`config.mk`:
```
export PLATFORM = sky130hd
export DESIGN_NAME = mem_arbiter
export DESIGN_NICKNAME = d
export VERILOG_FILES = /design/src/rtl/mem_arbiter.sv
export SDC_FILE = /design/constraint.sdc
export NUM_CORES = 1
export LEC_CHECK = 0
export CORE_AREA = 2 2 635 637
export DETAILED_ROUTE_END_ITERATION = 10
export DIE_AREA = 0 0 637 639
export SYNTH_ARGS = -nofsm -noshare
export SYNTH_HDL_FRONTEND = slang
export SYNTH_SLANG_ARGS = --single-unit
```
`constraint.sdc`:
```
create_clock -name clk_i -period 1.85 [get_ports clk_i]
set_clock_uncertainty 0.15 [all_clocks]
set_input_delay 0.37 -clock clk_i [delete_from_list [all_inputs] [get_ports clk_i]]
set_output_delay 0.37 -clock clk_i [all_outputs]
set_load 0.02 [all_outputs]
```
`src/rtl/mem_arbiter.sv`:
```
// Round-robin arbiter sharing one 256-bit memory port between the I-cache (port 0) and the D-cache (port 1).
// Define MEM_ARB_TIMEOUT_EN to abort a GRANT that sees no mem_ack_i within TIMEOUT_CYCLES (sticky err_o).
module mem_arbiter #(
  parameter int TIMEOUT_CYCLES = 255
) (
  input  logic         clk_i,
  input  logic         rst_i,
  input  logic         p0_enable_i,
  input  logic         p0_write_i,
  input  logic [31:0]  p0_addr_i,
  input  logic [255:0] p0_data_i,
  output logic         p0_ack_o,
  output logic [255:0] p0_data_o,
  input  logic         p1_enable_i,
  input  logic         p1_write_i,
  input  logic [31:0]  p1_addr_i,
  input  logic [255:0] p1_data_i,
  output logic         p1_ack_o,
  output logic [255:0] p1_data_o,
  output logic         mem_enable_o,
  output logic         mem_write_o,
  output logic [31:0]  mem_addr_o,
  output logic [255:0] mem_data_o,
  input  logic [255:0] mem_data_i,
  input  logic         mem_ack_i,
  output logic         err_o
);

  localparam logic [1:0] S_IDLE  = 2'd0;
  localparam logic [1:0] S_GRANT = 2'd1;
  localparam logic [1:0] S_RESP  = 2'd2;

  if (TIMEOUT_CYCLES < 1 || TIMEOUT_CYCLES > 65535) begin : g_bad_timeout
    $error("mem_arbiter: TIMEOUT_CYCLES must be within 1..65535");
  end

  logic [1:0]   r_state;
  logic         r_last_grant;
  logic         r_grant;
  logic         r_mem_enable;
  logic         r_mem_write;
  logic [31:0]  r_mem_addr;
  logic [255:0] r_mem_data;
  logic         r_p0_ack;
  logic         r_p1_ack;
  logic [255:0] r_p0_data;
  logic [255:0] r_p1_data;

  logic w_any_req;
  logic w_pick_p1;
  logic w_done;
  logic w_abort;

  assign w_any_req = p0_enable_i | p1_enable_i;
  // On a tie the port that did not win last time is served.
  assign w_pick_p1 = p1_enable_i & (~p0_enable_i | ~r_last_grant);
  assign w_done    = (r_state == S_GRANT) & mem_ack_i;

`ifdef MEM_ARB_TIMEOUT_EN
  localparam logic [15:0] TIMEOUT_LIMIT = 16'(TIMEOUT_CYCLES);

  logic [15:0] r_to_cnt;
  logic        r_to_hit;
  logic        r_err;

  // The limit compare is registered, so the abort lands one cycle after the count reaches the limit.
  always_ff @(posedge clk_i or negedge rst_i) begin
    if (!rst_i) begin
      r_to_cnt <= '0;
      r_to_hit <= 1'b0;
      r_err    <= 1'b0;
    end else begin
      if (r_state != S_GRANT) begin
        r_to_cnt <= '0;
        r_to_hit <= 1'b0;
      end else if (!mem_ack_i) begin
        if (r_to_cnt != TIMEOUT_LIMIT) begin
          r_to_cnt <= r_to_cnt + 16'd1;
        end
        r_to_hit <= (r_to_cnt == TIMEOUT_LIMIT);
      end
      if (w_abort) begin
        r_err <= 1'b1;
      end
    end
  end

  assign w_abort = (r_state == S_GRANT) & ~mem_ack_i & r_to_hit;
  assign err_o   = r_err;
`else
  assign w_abort = 1'b0;
  assign err_o   = 1'b0;
`endif

  always_ff @(posedge clk_i or negedge rst_i) begin
    if (!rst_i) begin
      r_state      <= S_IDLE;
      r_last_grant <= 1'b1;
      r_grant      <= 1'b0;
      r_mem_enable <= 1'b0;
      r_mem_write  <= 1'b0;
      r_mem_addr   <= '0;
      r_mem_data   <= '0;
      r_p0_ack     <= 1'b0;
      r_p1_ack     <= 1'b0;
      r_p0_data    <= '0;
      r_p1_data    <= '0;
    end else begin
      case (r_state)
        S_IDLE: begin
          if (w_any_req) begin
            r_state      <= S_GRANT;
            r_grant      <= w_pick_p1;
            r_last_grant <= w_pick_p1;
            r_mem_enable <= 1'b1;
            r_mem_write  <= w_pick_p1 ? p1_write_i : p0_write_i;
            r_mem_addr   <= w_pick_p1 ? p1_addr_i  : p0_addr_i;
            r_mem_data   <= w_pick_p1 ? p1_data_i  : p0_data_i;
          end
        end
        S_GRANT: begin
          if (w_done || w_abort) begin
            r_state      <= S_RESP;
            r_mem_enable <= 1'b0;
            if (r_grant) begin
              r_p1_ack <= 1'b1;
            end else begin
              r_p0_ack <= 1'b1;
            end
            // An aborted transaction leaves the port's read line untouched.
            if (w_done) begin
              if (r_grant) begin
                r_p1_data <= mem_data_i;
              end else begin
                r_p0_data <= mem_data_i;
              end
            end
          end
        end
        S_RESP: begin
          r_state  <= S_IDLE;
          r_p0_ack <= 1'b0;
          r_p1_ack <= 1'b0;
        end
        default: begin
          r_state <= S_IDLE;
        end
      endcase
    end
  end

  assign p0_ack_o     = r_p0_ack;
  assign p1_ack_o     = r_p1_ack;
  assign p0_data_o    = r_p0_data;
  assign p1_data_o    = r_p1_data;
  assign mem_enable_o = r_mem_enable;
  assign mem_write_o  = r_mem_write;
  assign mem_addr_o   = r_mem_addr;
  assign mem_data_o   = r_mem_data;

endmodule

```
# Word-level counts from Yosys, hierarchy flattened
# Cells that the tools add are included.
word_totals:
  regBits: 808
  inputBits: 839
  wordCells: 49
classes:
  eq_ne: 6
  n_mux: 15
  bitwise: 7
  n_reduce_logical: 10
ops:
  columns: ["operator", "count"]
  rows:
  - ["$mux 256", 1]
  - ["$mux 32", 1]
  - ["$reduce_and 3->1", 5]
  - ["$ne 2x2->1 const B", 4]
  - ["$mux 1", 7]
  - ["$pmux 1 s2", 3]
  - ["$mux 2", 2]
  - ["$pmux 2 s2", 1]
  - ["$reduce_and 2->1", 2]
  - ["$reduce_bool 2->1", 2]
  - ["$not 1->1", 3]
  - ["$and 1x1->1", 2]
  - ["$eq 2x1->1 const B", 1]
  - ["$eq 2x2->1 const B", 1]
  - ["$logic_not 2->1", 1]
  - ["$or 1x1->1", 2]

# Depth between registers and ports, before layout
# Gate-level depths: netlist (run 1).
logic_depth:
  word_depth: 4
  mapped_depth: 6

# Least setup slack after synthesis (run 1)
# Ideal clock, no wire load.
synth_path:
  kind: "register to register"
  from: "reg r_last_grant"
  to: "reg r_mem_data[100], in the netlist mem_data_o[100]"
  t_arrival_ps: 1667
  path_slack_ps: -91
  stages_incl_launch_ff: 6
  period_less_slack_ps: 1941
  cell_sequence: "dfstp_2 -> a21bo_1 -> clkbuf_1 -> buf_2 -> mux2_2 -> mux2_2"
synth_via:
  elab_chain_len: 4
synth_lines:
  columns: ["item", "line", "text"]
  rows:
  - ["start, declared", "38", "logic r_last_grant;"]
  - ["start signal, assigned", "114", "r_last_grant <= w_pick_p1;"]
  - ["$not 1->1", "56", "assign w_pick_p1 = p1_enable_i & (~p0_enable_i | ~r_last_grant);"]
  - ["$or 1x1->1", "56", null]
  - ["$and 1x1->1", "56", null]
  - ["$mux 256", "118", "r_mem_data <= w_pick_p1 ? p1_data_i : p0_data_i;"]
  - ["end signal, assigned", "118", null]
  - ["end, declared", "43", "logic [255:0] r_mem_data;"]
# Every way passes these cells.
# A chain may end at the register's enable or synchronous reset.

# Final worst setup path (run 1)
layout_path:
  from: "reg r_last_grant"
  to: "reg r_mem_data[127], in the netlist mem_data_o[127]"
# Same word-level chain as after synthesis.

==> results_dict.tcl, run 1 <==
set metrics [dict create \
    crit_top_cell "mux2_2" \
    cts_buffers 103 \
    firstDrtPassIters 5 \
    synth_edf_count 0 \
    worstHoldStart "mem_data_i[218]" \
    routedWlPerCell_um 34.52 \
    fp.dieW_um 637 \
    synth_area_per_cell_um2 16.50 \
    grtUsageTotal 0.1541 \
    cp.arrival_ps 2760 \
    powerDensity_nw_per_um2 1855 \
    grt_pass1_wl_um 391100 \
    routabilityCongestion 0.9418 \
    fp-row-count 233 \
    hold_depth 2 \
    clkSinkCount 808 \
    r2r.worst_path.cells 6 \
    ant_nets 0 \
    critPathCaptureType "flip-flop" \
    fmax_mhz 454.6 \
    overflow 0 \
    synthFlopType "dfrtp_1" \
    path_class "reg2reg" \
    final_max_slew_viol_count 0 \
    crit_chain "a21bo_4, buf_4, buf_12, clkbuf_16, mux2_2, mux2_2" \
    grt_pass1_vias 29490 \
    vias 29180 \
    clockRootBuffer "clkbuf_16" \
    die_area_um2 407000 \
    grt_max_degree 48 \
    tns_ps -194840 \
    pwr-share-comb 0.553 \
    pin_count 1644 \
    fillers 43710 \
    yosys_warnings 0 \
    path_clk_slew_ps 60 \
    hold-worst-slack_ps 77.81 \
    setup_ws_ps -349.6 \
    timing.rr.end "mem_data_o[127]" \
    critPathSlowestCell "dfstp_2" \
    avgViaCountPerCell 3.052 \
    insertion_delay_ps 860 \
    p_int_w 0.07515 \
    p_sw_frac 0.4037 \
    cp.required_ps 2410 \
    syn_to_final_growth_pct 102.0 \
    drive_above_1_share 0.5594 \
    synthArstFlopShare 1.000 \
    pwr-share-clk 0.168 \
    die_h_um 639 \
    drv_cap 0 \
    fin_nets 4963 \
    core_area_um2 400900 \
    leakage_nw 28.04 \
    seq_power_share 0.279 \
    vdd_drop_max_mv 1.411 \
    wl_um 330100 \
    finalSetupViolCount 1541 \
    hpwl_um 291600 \
    cts_tree "built" \
    yosysTopAreaCellShare 0.6003 \
    worstMarginPinSlew_ps 583.8 \
    min_delay_worst_endpoint "p1_data_o[218]" \
    r2r-start "r_last_grant" \
    antenna_found_initial 328 \
    start_util 0.08393 \
    ys_seq_elements 808 \
    synth_area_um2 33640 \
    critPathMaxStageDelay_ps 540 \
    outcome "finished, violations left" \
    port_buffers 1642 \
    synth_area_leaders "dfrtp_1 60%, mux2_2 33%, mux2_4 4.4%, buf_2 1.5%, buf_6 0.37%" \
    synthTopCellsByCount "991 x mux2_2, 807 x dfrtp_1, 104 x buf_2" \
    start_kind "flip-flop" \
    synth_cell_types 21 \
    synth_nets 2878 \
    dpl.cell_count 9017 \
    synthMostInstantiatedCell "mux2_2" \
    post-route-period-util 1.189 \
    htree_levels 3 \
    post-route-drc-count 0 \
    finalHoldViolCount 0 \
    hp-class "in2reg" \
    switching_power_w 0.05087 \
    violations "setup timing" \
    yosysTopAreaCell "dfrtp_1" \
    r2r_setup_slack_ps -350 \
    yosysSeqAreaShare 0.6010 \
    path_max_fanout 12 \
    min_period_ps 2200 \
    rsz0062_at_grt "true" \
    relSlewSlack 0.6108 \
    clockBufferDepth 4 \
    syn_inst 2039 \
    drt_iter0_drc 1702 \
    fin_cells 9561 \
]
## stage by stage
step	area (µm²)	utilization	total power, W	setup WS, ps
after floorplan	33730	-	0.05673	-32.99
after global placement	59740	0.1490	0.09971	-658.1
after detailed placement	59740	0.1490	0.1005	-692.1
after CTS	66570	0.1661	0.1268	-377.4
after global routing	67890	0.1694	0.1314	-372.8
final	67940	0.1695	0.1260	-349.6
## per-layer routing
layer | track usage | wire [µm] | part of all wire
met5 | 0 | 1575 | 0.0048
met2 | 0.2607 | 156200 | 0.47
met1 | 0.1508 | 108800 | 0.33
met3 | 0.09771 | 46530 | 0.14
met4 | 0.05859 | 17010 | 0.052
## cell families after synthesis
family                 count (synthesis)  synth area share
buffers and inverters                122           0.02005
and+or+nand+nor                       11          0.001525
muxes                               1090            0.3759
AOI/OAI and AO/OA                      7          0.001376
DFF                                  808            0.6010
other                                  1         0.0001115
## cell usage in the layout (no fill, tap or decap), types with 2 or more instances in the layout
cell type          n
dfrtp_2            8
buf_8              9
buf_16            16
buf_12           253
clkinv_4           2
clkinvlp_4         5
bufinv_16         11
a21o_1             2
dlygate4sd3_1    177
clkinv_2          12
mux2_2           874
nand2b_1           2
diode_2           77
mux2_4           216
nand2_1            4
clkbuf_16        120
buf_6            554
dfrtp_1          799
clkdlybuf4s50_1  837
inv_6              3
clkbuf_1          21
buf_4            238
clkbuf_8          17
## worst max-delay path by stage
stage	startpoint	endpoint	cells after the start
finish	r_last_grant	mem_data_o[127]	6
global route	r_last_grant	mem_data_o[127]	6
global placement	p0_enable_i	mem_write_o	6
CTS	r_last_grant	mem_data_o[206]	6
floorplan	r_last_grant	mem_data_o[161]	6
detailed placement	p0_enable_i	mem_data_o[175]	6
## sequential cells by signal, summed over array words and instances, names as in the netlist
name and flops:
mem_write_o 1, mem_enable_o 1, p0_ack_o 1, p1_ack_o 1
r_state 2, mem_addr_o 32, mem_data_o 256, r_grant 1
r_last_grant 1, p1_data_o 256, p0_data_o 256
## critical path, delay by kind of cell (launching register included)
kind	cells	cell delay (ps)
AO/OA/AOI/OAI	1	140
buffers and inverters	3	540
multiplexers	2	620
flip-flops	1	540
## what timing repair did
action                     in CTS  in global routing
setup buffers                  73                 16
gates cloned                    4                 21
hold buffers                  177                  0
setup endpoints to repair    1591               1592
pin swaps                       1                  1
resized for setup            3417                143
hold endpoints to repair      918                  0
## power by group through the flow
stage	registers, W	logic (W)	clock network (W)
floorplan	0.0425	0.0143	0
global placement	0.0335	0.0662	0
detailed placement	0.0339	0.0666	0
CTS	0.0350	0.0699	0.0219
global route	0.0361	0.0728	0.0226
finish	0.0351	0.0697	0.0212
## cell type report
| class | count | area, µm² | area share |
|---|---|---|---|
| Timing Repair Buffer | 2101 | 24240 | 0.3568 |
| Tap cell | 5287 | 6615 | 0.09736 |
| Antenna cell | 77 | 192.7 | 0.002836 |
| Inverter | 1 | 3.754 | 0.00005525 |
| Sequential cell | 808 | 20230 | 0.2978 |
| Multi-Input combinational cell | 1109 | 13220 | 0.1946 |
| Clock buffer | 141 | 2890 | 0.04254 |
| Clock inverter | 37 | 549.3 | 0.008084 |
Note: power is estimated with default switching activity, not from simulation.
==> run 2: changes to the inputs <==
--- a/config.mk
+++ b/config.mk
@@ -5,9 +5,12 @@
 export SDC_FILE = /design/constraint.sdc
 export NUM_CORES = 1
 export LEC_CHECK = 0
-export CORE_AREA = 2 2 635 637
+export CELL_PAD_IN_SITES_DETAIL_PLACEMENT = 1
+export CELL_PAD_IN_SITES_GLOBAL_PLACEMENT = 2
+export CORE_AREA = 2 2 641 643
 export DETAILED_ROUTE_END_ITERATION = 10
-export DIE_AREA = 0 0 637 639
+export DIE_AREA = 0 0 643 645
+export PLACE_DENSITY_LB_ADDON = 0.1
 export SYNTH_ARGS = -nofsm -noshare
 export SYNTH_HDL_FRONTEND = slang
 export SYNTH_SLANG_ARGS = --single-unit
==> run 2 against run 1 <==
  * The flow still finishes with violations (setup timing)
  * Fmax up 3.2%
  * Non-clock buffer count decreased by 101
  * Critical path depth shrank 1
  * Flip-flop and latch count unchanged
  * Critical path type unchanged
  * Largest cell class unchanged
  * Largest power group unchanged
==> results_dict.tcl, run 2 (synthesis results as in run 1) <==
set metrics [dict create \
    outcome "finished, violations left" \
    violations "setup timing" \
    final_max_slew_viol_count 0 \
    hp-class "in2reg" \
    r2r_setup_slack_ps -280 \
    leakage_nw 27.07 \
    routabilityCongestion 0.7772 \
    crit_top_cell "mux2_2" \
    firstDrtPassIters 4 \
    finalHoldViolCount 0 \
    start_kind "flip-flop" \
    drv_cap 0 \
    crit_buf_inv 2 \
    wl_um 274500 \
    cts_buffers 137 \
    hold_depth 2 \
    ant_nets 0 \
    routedWlPerCell_um 28.49 \
    final_common_cell "mux2_2" \
    clockRootBuffer "clkbuf_16" \
    r2r-start "r_last_grant" \
    grt_pass1_vias 29470 \
    crit_chain "a21bo_4, buf_4, buf_12, mux2_2, mux2_2" \
    avgViaCountPerCell 2.809 \
    start_util 0.08243 \
    critPathSlowestCell "dfstp_2" \
    path_depth 5 \
    clockBufferDepth 4 \
    drive_above_1_share 0.5603 \
    fp.dieW_um 643 \
    min_delay_worst_endpoint "p1_data_o[148]" \
    clkSinkCount 808 \
    path_class "reg2reg" \
    relSlewSlack 0.5889 \
    hpwl_um 228400 \
    drt_iter0_drc 992 \
    grt_pass1_wl_um 346300 \
    fin_nets 4896 \
    insertion_delay_ps 810 \
    antenna_found_initial 208 \
    fp-row-count 235 \
    worstMarginPinSlew_ps 616.6 \
    syn_to_final_growth_pct 96.03 \
    tns_ps -121800 \
    die_area_um2 414700 \
    htree_levels 4 \
    finalSetupViolCount 1421 \
    vias 27060 \
    port_buffers 1642 \
    layout_common_cells "933 x mux2_2, 837 x clkdlybuf4s50_1, 787 x dfrtp_1, 706 x buf_6, 210 x buf_4" \
    grtUsageTotal 0.1280 \
    path_max_fanout 42 \
    timing.rr.end "mem_data_o[8]" \
    vdd_drop_max_mv 0.6420 \
    cp.required_ps 2390 \
    cp.arrival_ps 2670 \
    critPathCaptureType "flip-flop" \
    path_clk_slew_ps 50 \
    critPathMaxStageDelay_ps 540 \
    cts_tree "built" \
    overflow 0 \
    cpLargestDelayFamily "multiplexers" \
    dpl-instance-area_um2 58320 \
    worstHoldStart "mem_data_i[148]" \
    post-route-drc-count 0 \
    powerDensity_nw_per_um2 1844 \
    core_area_um2 408100 \
    post-route-period-util 1.152 \
    rsz0062_at_grt "true" \
    pin_count 1644 \
    design_area_um2 65950 \
    min_period_ps 2131 \
    setup_ws_ps -281.3 \
    die_h_um 645 \
    r2r.worst_path.cells 5 \
    fmax_mhz 469.2 \
    grt_max_degree 75 \
]
[run 2: changes by cell type in the layout (fill, tap and decap cells not counted), moves of 25 or more]
cell | previous run | this run
buf_12 | 253 | 87
buf_6 | 554 | 706
mux2_2 | 874 | 933
mux2_4 | 216 | 157
diode_2 | 77 | 27
dlygate4sd3_1 | 177 | 143
buf_4 | 238 | 210
clkbuf_1 | 21 | 46
[run 2: how the worst max path moves through the flow]
stage / slack, ps / startpoint / to
2_1_floorplan: -30 / r_last_grant / mem_data_o[161]
3_3_place_gp: -810 / p0_enable_i / mem_data_o[96]
3_5_place_dp: -820 / p0_enable_i / mem_data_o[93]
4_1_cts: -320 / r_last_grant / mem_data_o[135]
5_1_grt: -330 / r_last_grant / mem_data_o[94]
6_report: -280 / r_last_grant / mem_data_o[8]
[run 2: metal layers]
metal / GRT usage / up-vias / routed length (µm)
li1: - / 11440 / -
met1: 0.1398 / 13790 / 102900
met2: 0.2356 / 1286 / 141700
met3: 0.05022 / 480 / 23790
met4: 0.01916 / 68 / 5601
met5: 0 / - / 444
[run 2: repair_timing]
action	CTS	global route
endpoints found under the hold margin	1038	0
gates cloned	3	4
resized for setup	4722	33
setup buffers	46	1
endpoints found under the setup margin	1589	1590
hold buffers	143	0
[run 2: worst reg2reg max path: cells and delay by family (launching register included)]
family	cells	cell delay, ps
mux	2	710
flops	1	540
buf+inv	2	440
compound gates	1	170
[run 2: final cells by class]
cell class	instances	area, µm²
fillers	46020	342200
repair buffers	2000	21490
flip-flops and latches	808	20250
multi-input cells	1109	13010
well taps	5451	6820
clock buffers	216	4078
clock inverters	23	244.0
diodes	27	67.56
inverters	1	3.754
[run 2: through the flow]
stage                     worst slack (ps)  hold slack, ps  instances    util  power (W)
after detailed placement            -819.3           323.2       9172  0.1429    0.09295
after global routing                -333.1           49.67       9614  0.1615     0.1283
final                               -281.3           104.6       9635  0.1616     0.1216
after floorplan                     -32.99          -75.59       2039       -    0.05673
after CTS                           -318.1           6.579       9603  0.1609     0.1254
after global placement              -811.1           317.5       9172  0.1429    0.09280
[run 2: where the power goes]
part           switching [W]  total [W]  internal (W)
combinational         0.0304     0.0614        0.0310
sequential           0.00710     0.0341        0.0270
clock                 0.0108     0.0261        0.0153
total                 0.0483      0.122        0.0732
